$ cat config.mk
export PLATFORM = sky130hd
export DESIGN_NAME = pause_access_sched
export DESIGN_NICKNAME = d
export VERILOG_FILES = /design/src/rtl/pause_access_sched.sv
export SDC_FILE = /design/constraint.sdc
export NUM_CORES = 1
export LEC_CHECK = 0
export ABC_AREA = 1
export CORE_ASPECT_RATIO = 0.5
export CORE_UTILIZATION = 55
export CTS_CLUSTER_DIAMETER = 30
export DETAILED_ROUTE_END_ITERATION = 8
export DONT_BUFFER_PORTS = 1
export GPL_TIMING_DRIVEN = 0
export PLACE_DENSITY = 0.7
export SLEW_MARGIN = 40
export SYNTH_ARGS = -nofsm -noshare
export SYNTH_HDL_FRONTEND = slang
export SYNTH_SLANG_ARGS = --single-unit
export TNS_END_PERCENT = 10
$ cat constraint.sdc
create_clock -name clk_sys -period 1.6 [get_ports clk_sys]
set_input_delay 0.16 -clock clk_sys [delete_from_list [all_inputs] [get_ports clk_sys]]
set_output_delay 0.16 -clock clk_sys [all_outputs]
set_load 0.02 [all_outputs]
$ cat src/rtl/pause_access_sched.sv
// Purpose: merges user/OSD/hiscore pause requests into PAUSE_N (vblank-aligned) and grants hiscore RAM access.
// Latency: pause_n falls 1 cycle after vblank rise; hs_grant 2 cycles after hs_req in HOLD; release to RUN in 1 cycle.
// Backpressure: hs_req is a level handshake; hs_grant is held until hs_req drops, and never while pause_n=1.
module pause_access_sched #(
  parameter int DIM_CYCLES = 480000000,
  parameter int SETTLE     = 4,
  parameter int VB_TIMEOUT = 1000000,
  parameter int CW         = 32
) (
  input  logic clk_sys,
  input  logic reset_n,
  input  logic user_pause,
  input  logic osd_open,
  input  logic osd_pause_en,
  input  logic hs_req,
  input  logic vblank,
  output logic pause_n,
  output logic hs_grant,
  output logic dim,
  output logic paused
);

  // Settle counter only needs to hold SETTLE-1.
  localparam int SW = (SETTLE > 1) ? $clog2(SETTLE) : 1;

  localparam logic [CW-1:0] VB_LAST     = CW'(VB_TIMEOUT - 1);
  localparam logic [CW-1:0] DIM_MAX     = CW'(DIM_CYCLES);
  localparam logic [SW-1:0] SETTLE_LAST = SW'(SETTLE - 1);

  typedef enum logic [2:0] {
    ST_RUN,
    ST_WAIT_VB,
    ST_SETTLE,
    ST_HOLD,
    ST_GRANT
  } state_t;

  state_t        state;
  state_t        state_nxt;
  logic          user_pause_d;
  logic          vblank_d;
  logic          toggle;
  logic [CW-1:0] vb_cnt;
  logic [SW-1:0] settle_cnt;
  logic [CW-1:0] dim_cnt;

  logic btn_rise;
  logic vb_rise;
  logic want;
  logic halt_nxt;
  logic hold_nxt;

  assign btn_rise = user_pause & ~user_pause_d;
  assign vb_rise  = vblank & ~vblank_d;
  assign want     = toggle | (osd_open & osd_pause_en) | hs_req;

  // Edge-detect history and the user pause toggle (one flip per button press).
  always_ff @(posedge clk_sys or negedge reset_n) begin
    if (!reset_n) begin
      user_pause_d <= 1'b0;
      vblank_d     <= 1'b0;
      toggle       <= 1'b0;
    end else begin
      user_pause_d <= user_pause;
      vblank_d     <= vblank;
      toggle       <= toggle ^ btn_rise;
    end
  end

  // Scheduler state register.
  always_ff @(posedge clk_sys or negedge reset_n) begin
    if (!reset_n) begin
      state <= ST_RUN;
    end else begin
      state <= state_nxt;
    end
  end

  // Next-state decode; requester changes are ignored while settling.
  always_comb begin
    state_nxt = state;
    case (state)
      ST_RUN: begin
        if (want) state_nxt = ST_WAIT_VB;
      end
      ST_WAIT_VB: begin
        if (!want)                            state_nxt = ST_RUN;
        else if (vb_rise || vb_cnt == VB_LAST) state_nxt = ST_SETTLE;
      end
      ST_SETTLE: begin
        if (settle_cnt == '0) state_nxt = ST_HOLD;
      end
      ST_HOLD: begin
        // Hiscore access wins over a simultaneous release.
        if (hs_req)     state_nxt = ST_GRANT;
        else if (!want) state_nxt = ST_RUN;
      end
      ST_GRANT: begin
        if (!hs_req) state_nxt = ST_HOLD;
      end
      default: state_nxt = ST_RUN;
    endcase
  end

  // Vblank wait timeout and settle countdown.
  always_ff @(posedge clk_sys or negedge reset_n) begin
    if (!reset_n) begin
      vb_cnt     <= '0;
      settle_cnt <= '0;
    end else begin
      if (state == ST_WAIT_VB) vb_cnt <= vb_cnt + 1'b1;
      else                     vb_cnt <= '0;

      if (state != ST_SETTLE && state_nxt == ST_SETTLE) settle_cnt <= SETTLE_LAST;
      else if (state == ST_SETTLE && settle_cnt != '0)  settle_cnt <= settle_cnt - 1'b1;
    end
  end

  assign halt_nxt = (state_nxt == ST_SETTLE) || (state_nxt == ST_HOLD) || (state_nxt == ST_GRANT);
  assign hold_nxt = (state_nxt == ST_HOLD) || (state_nxt == ST_GRANT);

  // Registered outputs; grant rises one cycle into GRANT but drops as soon as GRANT is left,
  // so it can never overlap a running core.
  always_ff @(posedge clk_sys or negedge reset_n) begin
    if (!reset_n) begin
      pause_n  <= 1'b1;
      paused   <= 1'b0;
      hs_grant <= 1'b0;
    end else begin
      pause_n  <= ~halt_nxt;
      paused   <= hold_nxt;
      hs_grant <= (state == ST_GRANT) && (state_nxt == ST_GRANT);
    end
  end

  // Dim timer runs only for user pause; clears as soon as the toggle is off.
  always_ff @(posedge clk_sys or negedge reset_n) begin
    if (!reset_n) begin
      dim_cnt <= '0;
      dim     <= 1'b0;
    end else if (!toggle) begin
      dim_cnt <= '0;
      dim     <= 1'b0;
    end else begin
      if (dim_cnt < DIM_MAX) dim_cnt <= dim_cnt + 1'b1;
      dim <= (dim_cnt >= DIM_MAX);
    end
  end

endmodule

==> metrics.txt <==
post-synthesis net count=approximately 740; post-route setup slack=about 0.04 ns; IO Pins=11; final hold violations=76; Worst EP required=1.88 ns; Clk Latency, worst-skew pair=0.34 ns; die width=134 um; class of the worst hold path=input pin to async pin; design area=around 0.0054 mm2; Buffers on Ports=0; CTS buffer count=9; gp weighted congestion=about 0.96; synth top area cells=dfrtp_1 (39%), nand2_1 (20%), nor2_1 (12%); Die Ht=67.8 um; Area growth, synth to finish=13.7%; reg2reg end=dim_cnt[18]; multi-input gate area in the final layout=0.00260 mm2; CTS Sinks=76; Crit path top cell by count=nand2_1; CTS tree=done; post-route minimum period=about 1.6 ns; Core Footprint=0.00820 mm2; fin crit share=a little over nine tenths; via count=around 4400; router iterations before antenna repair=5; RSZ-0062 raised after global routing=true; H-tree levels=3; crit-path max cell delay=roughly 0.45 ns; Yosys top cell by area=dfrtp_1; Crit-path slowest cell=dfrtp_1; outcome=finished, violations left; Reg2Reg Setup Slack=0.04 ns; Starting DRT DRC Count=between 300 and 400; CTS Hold Bufs=3; synth warn=0; clk_skew=about 0.0067 ns; total placed instance area=about 0.005 mm2; R2R depth=10; Max Fanout on Critical Path=6; post-synthesis sequential area ratio=40.0%; Post-synth EDFFs=0; Initial Utilization=58.0%; first-pass GRT wire length=~19000 um; Pleak=approximately 2.4 nW; total gr overflow=0; cells after synthesis=730; GRT Overall Usage=roughly 28%; final setup fails=0; antenna violations before repair=0; Critical Path Sink Type=flop; top_reg_cell synth=dfrtp_1; hold_ws=-0.494 ns; Max Root-Sink Buffers=2; largest net degree at the start of global routing=77; filler cell count in the final layout=around 740; clock slew at reported path FFs=0.06 ns; Synth top area share=39.4%; DRC=0; asr flop ratio synth=between 90% and 100%; number of global-route vias before repair=3987; PwrDens=about 1000 mW/mm2; maximum vdd drop=approximately 0.56 mV; max-slew violations=0; critical path class=flop to flop; Antenna Cells=0; die area=0.00906 mm2; Detailed Route WL=about 12000 um; fin nets=764; DR vias/cell=5.10; fraction of layout cells with a size suffix above 1=between 10% and 20%; commonest cells in the netlist=nand2_1 (254), nor2_1 (152), dfrtp_1 (75), inv_1 (75), nand3_1 (64); wire length per cell=roughly 13 um; Max Cap Viol=0; failing checks=negative hold slack; row count=23; CTS root buffer=clkbuf_16; Synth cell types=25; Final HPWL DP=roughly 8500 um; Worst Path Arrival=approximately 1.8 ns; f_max=approximately 640 MHz; Detail Route Antenna Nets=0; Worst R2R Start=dim_cnt[2]; measured slew at the worst slew-check pin=~0.55 ns; most common cell in the netlist=nand2_1; mapped cell area=between 0.004 and 0.005 mm2; Post-Syn Area per Cell=~6.5 um2; Seq. cell area=about 0.0019 mm2; Startpoint Class=flop; sequence of cells on the critical path=nand2_1, nor2_1, nand2_1, nor2_1, nand2_1, nand2_1, nand2_1, nor2_1, nand2_1, nand2_1; worst rel slew slack=a little over three fifths; Place WS=-0.309 ns; Seq cells post-synth=between 70 and 80
[registers in the layout, summed over array words and instances, names as in the netlist]
signal / count
paused: 1
dim: 1
state: 3
toggle: 1
dim_cnt: 32
settle_cnt: 2
pause_n: 1
user_pause_d: 1
hs_grant: 1
vblank_d: 1
vb_cnt: 32
[power by group]
| part | internal (mW) | total [mW] | switching, mW |
|---|---|---|---|
| sequential | 2.08 | 2.24 | 0.163 |
| clock | 1.07 | 1.95 | 0.880 |
| combinational | 0.368 | 1.22 | 0.857 |
| total | 3.52 | 5.42 | 1.90 |
[worst max-delay path by stage]
stage | from | end | slack [ns] | cells past startpoint
after floorplan | dim_cnt[0] | dim_cnt[16] | 0.08 | 9
after CTS | dim_cnt[1] | dim_cnt[16] | 0.00003 | 9
after detailed placement | dim_cnt[0] | dim_cnt[16] | -0.31 | 9
after global routing | dim_cnt[2] | dim_cnt[18] | -0.08 | 10
after global placement | dim_cnt[0] | dim_cnt[16] | -0.34 | 9
final | dim_cnt[2] | dim_cnt[18] | 0.04 | 10
[cell type report]
cell class                      instances  area share [%]
Buffer                                 16            1.83
Timing Repair Buffer                   12            1.80
Multi-Input combinational cell        561            47.9
Sequential cell                        76            35.3
Inverter                               77            5.34
Clock inverter                          7            1.06
Tap cell                              112            2.59
Clock buffer                            9            4.16
[kinds of logic after synthesis]
family	count (synthesis)	synth area share, %
simple gates	513	44.6
buf+inv	93	7.96
flops	76	40.0
compound gates	23	2.52
xor+xnor	21	3.86
fa+ha+maj	4	1.05
[critical path: cells and delay by family (launching register included)]
family,cells,cell delay (ns)
flops,1,0.45
simple gates,10,1.06
[stage by stage]
| step | power, mW | hold slack [ns] | util (%) | TNS (ns) | std cells |
|---|---|---|---|---|---|
| after floorplan | 3.03 | -0.136 | - | 0 | 730 |
| after global placement | 3.31 | -0.134 | 59.8 | -2.56 | 842 |
| after detailed placement | 3.34 | -0.134 | 59.8 | -2.62 | 842 |
| after CTS | 5.41 | -0.503 | 64.5 | 0 | 867 |
| after global routing | 5.73 | -0.509 | 66.0 | -1.45 | 870 |
| final | 5.42 | -0.494 | 66.0 | 0 | 870 |
[layer usage]
metal	wire, um	vias to the layer above	GRT usage, %
li1	-	2305	-
met1	5610	2013	37.4
met2	5250	109	46.7
met3	687	14	6.53
met4	147	0	7.81
met5	0	-	0
[timing repair]
| action | in CTS | in global routing |
|---|---|---|
| setup buffers | 6 | 3 |
| endpoints found under the hold margin | 83 | 76 |
| setup endpoints to repair | 31 | 53 |
| pin swaps | 2 | 4 |
| gates resized for setup | 9 | 34 |
[placed cells by master, fill, tap and decap left out]
cell type	synthesis	final
nor3_2	0	3
xnor2_1	6	6
nand2_1	254	249
xor2_1	15	15
dfrtp_1	75	69
clkinvlp_4	0	2
nor2_2	5	14
inv_2	2	2
dlygate4sd3_1	0	3
ha_4	0	2
a21oi_1	13	13
and2_1	1	1
inv_6	0	3
nor3_1	22	19
nor2_4	2	7
a21o_1	2	2
nand2_2	0	5
clkinv_2	0	1
clkbuf_1	4	4
inv_1	75	75
nand4_1	6	6
nand3_2	1	1
inv_8	0	1
buf_6	2	1
ha_1	4	2
o21ai_0	8	8
clkbuf_16	0	9
dfstp_2	1	1
nor2_1	152	138
nor3_4	2	2
buf_8	0	1
nor3b_1	4	3
buf_4	1	12
nand3_1	64	64
dfrtp_2	0	6
nor3b_2	0	1
buf_2	9	7
Power figures use the tool's default switching activity.
